File: config.mk
export PLATFORM = sky130hd
export DESIGN_NAME = sram_read_sequencer
export DESIGN_NICKNAME = d
export VERILOG_FILES = /design/src/rtl/sram_read_sequencer.sv
export SDC_FILE = /design/constraint.sdc
export NUM_CORES = 1
export LEC_CHECK = 0
export BUFFER_PORTS_ARGS = -buffer_cell sky130_fd_sc_hd__buf_2
export CORE_ASPECT_RATIO = 0.7
export CORE_MARGIN = 1.5
export CORE_UTILIZATION = 49
export DETAILED_ROUTE_END_ITERATION = 16
export MAX_ROUTING_LAYER = met4
export PLACE_DENSITY = 0.8
export SYNTH_ARGS = -nofsm -noshare
export SYNTH_HDL_FRONTEND = slang
export SYNTH_SLANG_ARGS = --single-unit
File: constraint.sdc
create_clock -name clk -period 1.9 [get_ports clk]
set_input_delay 0.095 -clock clk [delete_from_list [all_inputs] [get_ports clk]]
set_output_delay 0.095 -clock clk [all_outputs]
set_load 0.01 [all_outputs]
File: src/rtl/sram_read_sequencer.sv
// SRAM read sequencer: precharge -> wordline develop -> sense/capture -> response handshake.
// All array-facing enables are registered and change together with the state register.
module sram_read_sequencer #(
  parameter int ADDR_W        = 5,
  parameter int DATA_W        = 8,
  parameter int PRECHARGE_CYC = 1,
  parameter int SENSE_CYC     = 2
) (
  input  logic              clk,
  input  logic              rst,
  input  logic              req_valid,
  output logic              req_ready,
  input  logic [ADDR_W-1:0] req_addr,
  output logic              rsp_valid,
  input  logic              rsp_ready,
  output logic [DATA_W-1:0] rsp_data,
  output logic              precharge_en,
  output logic              wl_en,
  output logic [ADDR_W-1:0] wl_addr,
  output logic              sa_en,
  input  logic [DATA_W-1:0] sa_data,
  output logic              busy
);

  // state     | meaning
  // IDLE      | waiting for a request, req_ready=1
  // PRECHARGE | bitlines equalized for PRECHARGE_CYC cycles
  // WORDLINE  | wordline on, bitlines develop for SENSE_CYC cycles
  // SENSE     | wordline + sense amp on, sa_data captured at the closing edge
  // RESP      | rsp_valid held until rsp_ready
  typedef enum logic [2:0] {IDLE, PRECHARGE, WORDLINE, SENSE, RESP} state_t;

  localparam logic [3:0] PC_LOAD = 4'(PRECHARGE_CYC - 1);
  localparam logic [3:0] SC_LOAD = 4'(SENSE_CYC - 1);

  state_t     state;
  logic [3:0] cnt;

  always_ff @(posedge clk) begin
    if (rst) begin
      state        <= IDLE;
      cnt          <= '0;
      req_ready    <= 1'b1;
      busy         <= 1'b0;
      precharge_en <= 1'b0;
      wl_en        <= 1'b0;
      sa_en        <= 1'b0;
      rsp_valid    <= 1'b0;
      rsp_data     <= '0;
      wl_addr      <= '0;
    end else begin
      case (state)
        IDLE: begin
          if (req_valid && req_ready) begin
            wl_addr      <= req_addr;
            cnt          <= PC_LOAD;
            req_ready    <= 1'b0;
            busy         <= 1'b1;
            precharge_en <= 1'b1;
            state        <= PRECHARGE;
          end
        end
        PRECHARGE: begin
          // precharge_en drops on the same edge wl_en rises, so they never overlap
          if (cnt == 4'd0) begin
            cnt          <= SC_LOAD;
            precharge_en <= 1'b0;
            wl_en        <= 1'b1;
            state        <= WORDLINE;
          end else begin
            cnt <= cnt - 4'd1;
          end
        end
        WORDLINE: begin
          if (cnt == 4'd0) begin
            sa_en <= 1'b1;
            state <= SENSE;
          end else begin
            cnt <= cnt - 4'd1;
          end
        end
        SENSE: begin
          rsp_data  <= sa_data;
          sa_en     <= 1'b0;
          wl_en     <= 1'b0;
          rsp_valid <= 1'b1;
          state     <= RESP;
        end
        RESP: begin
          if (rsp_ready) begin
            rsp_valid <= 1'b0;
            req_ready <= 1'b1;
            busy      <= 1'b0;
            state     <= IDLE;
          end
        end
        default: state <= IDLE;
      endcase
    end
  end

endmodule

==> reports/qor.yml <==
sta:
  min_period_ps: 1740
  setup_viol: 0
  skew_ps: 2.95
  finalHoldViolCount: 0
  hold_slack_ps: 0.580
  rsz0062_at_grt: "false"
  fin_setup_tns_ps: 0
  relSlewSlack: 0.666
  max_freq_ghz: 0.573
  worst_pin_slew_ps: 497
  drv_slew: 0
  fin_crit_sh: 0.918
synth:
  syn-num-nets: 133
  syn-instance-count: 115
  syn_area_um2: 1110
  synth_area_leader_cell: "dfxtp_1"
  ys_ff_latch: 26
  synth_warnings: 0
  syn_avg_cell_area_um2: 9.66
  ys_top_cells_by_area: "dfxtp_1, mux2i_1, nor2_1"
  synthDistinctLibCells: 33
  synth.top_cell.area_share: 0.468
  ys_seq_area_frac: 0.468
run_status:
  status: "finished clean"
clocking:
  clkLatencyLatePin_ps: 320
  clockRootBuffer: "clkbuf_4"
  numCtsBuffers: 3
  clock_sinks: 26
  clk_pin_slew_ps: 130
  cts_tree: "built"
  h-tree-depth: 1
  cts.path.max_buffers: 2
routing:
  routed_wl_mm: 2.20
  first_pass_iters: 4
  drc: 0
  vias_per_cell: 5.21
  drt-initial-drc-count: 30
  wire_per_inst_um: 12.1
  ant_nets: 0
  vias: 949
finish:
  seq_area_um2: 520
  n_antenna_cell: 0
  syn_to_final_growth_pct: 22.1
  nNetsFinal: 169
  drive_above_1_share: 0.293
  postLayoutCellArea_um2: 1360
  multi_input_area_um2: 532
  fill_cells: 190
critical_path:
  crit_fanout: 5
  critPathLaunchType: "register"
  critPathRequiredTime_ps: 2160
  worstSetupPathType: "reg -> reg"
  endpoint_kind: "register"
  critPathArrivalTime_ps: 2000
placement:
  hpwl_mm: 1.60
  gp_congestion: 0.830
  dpl_cell_area_um2: 1280
  port_buffers: 35
pwr:
  p_leak_nw: 0.662
  power_density_nw_per_um2: 1480
  vdd_drop_max_mv: 0.852
  power_mw: 2.01
global_routing:
  grt_pass1_vias: 876
  overflow: 0
  grt_pass1_wl_mm: 3.63
  grt_use_total: 0.193
  grt_max_degree: 27
  antenna_found_initial: 0
die:
  num_io_pins: 36
  dieArea_um2: 2570
  rows: 14
  die_w_um: 59.9
  dieHeight_um: 42.8
  start_util: 0.520
  core_um2: 2140
flow_run:
  cap_viol_max_count: 0
min_path:
  hold_class: "in -> reg"
-- worst paths after layout --
check	slack, ps	startpoint	endpoint	depth (start not counted)
worst max register to register	160	cnt[0]	cnt[3]	6
worst min-delay path	0.6	sa_data[7]	rsp_data[7]	3
worst max-delay path	160	cnt[0]	cnt[3]	6
worst min register to register	460	sa_en	sa_en	2
-- synth_stat cells, drive strengths merged --
cell type and n:
ha 1, buf 5, a31oi 3, a22oi 1, a2111o 1, nor3 2
o21ai 4, nand2 6, or3b 1, a211o 1, inv 4, nand2b 1
nor2 16, or4b 1, a21oi 7, clkbuf 3, dfxtp 26, o21a 1
nand3b 3, or3 1, a21o 2, mux2i 13, and4b 1, nor3b 3
a221oi 1, nand3 1, or2b 1, a211oi 3, nand4b 2
-- layout make-up --
cell class | instances | share of cell area
clock buffers | 4 | 0.0268
inverters | 4 | 0.0111
multi-input cells | 77 | 0.392
flip-flops and latches | 26 | 0.384
well taps | 32 | 0.0295
repair buffers | 39 | 0.157
-- cells in the final DEF (no fill, tap or decap), drive strengths merged, types with 4 or more instances in the layout --
master / instances
a21oi: 7
o21ai: 4
buf: 36
mux2i: 13
inv: 4
nand2: 6
nor2: 16
dfxtp: 26
clkbuf: 4
-- routing by layer --
| layer | wire length (um) | track usage |
|---|---|---|
| met1 | 1070 | 0.241 |
| met2 | 960 | 0.293 |
| met3 | 140 | 0.0640 |
| met4 | 29 | 0.0622 |
| met5 | 0 | - |
-- critical path, cell delays in order (launching register included) --
cell and delay [ps]:
dfxtp_1 410, inv_1 60, ha_1 220, or3b_1 260
a21oi_2 80, or4b_1 500, a31oi_1 160
-- repair_timing --
item	in CTS	in global routing
resized for setup	0	1
hold endpoints to repair	2	1
hold buffers	2	1
setup buffers	0	0
endpoints found under the setup margin	0	1
-- kinds of logic (layout without fill, tap and decap cells) --
| kind of cell | after synthesis | in the layout | synth area share |
|---|---|---|---|
| AOI/OAI and AO/OA | 24 | 24 | 0.143 |
| adders and majority gates | 1 | 1 | 0.0113 |
| buffers and inverters | 12 | 47 | 0.0574 |
| DFF | 26 | 26 | 0.468 |
| muxes | 13 | 13 | 0.117 |
| and+or+nand+nor | 39 | 39 | 0.203 |
-- power by group --
part	total [mW]	switching [mW]	leakage (nW)	internal [mW]
registers	0.826	0.143	0.212	0.683
logic	0.904	0.485	0.429	0.420
clock network	0.276	0.159	0.0210	0.117
-- flip-flops by register name (all words and copies together), names as in the netlist --
| register | flops |
|---|---|
| wl_addr | 5 |
| wl_en | 1 |
| req_ready | 1 |
| cnt | 4 |
| rsp_valid | 1 |
| state | 3 |
| rsp_data | 8 |
| sa_en | 1 |
| busy | 1 |
| precharge_en | 1 |
-- through the flow --
stage	cells	setup slack, ps	util
after floorplan	115	308	-
after global placement	175	250	0.601
after detailed placement	175	204	0.601
after CTS	181	165	0.628
after global routing	182	74.7	0.635
final	182	156	0.635
Power figures use the tool's default switching activity.
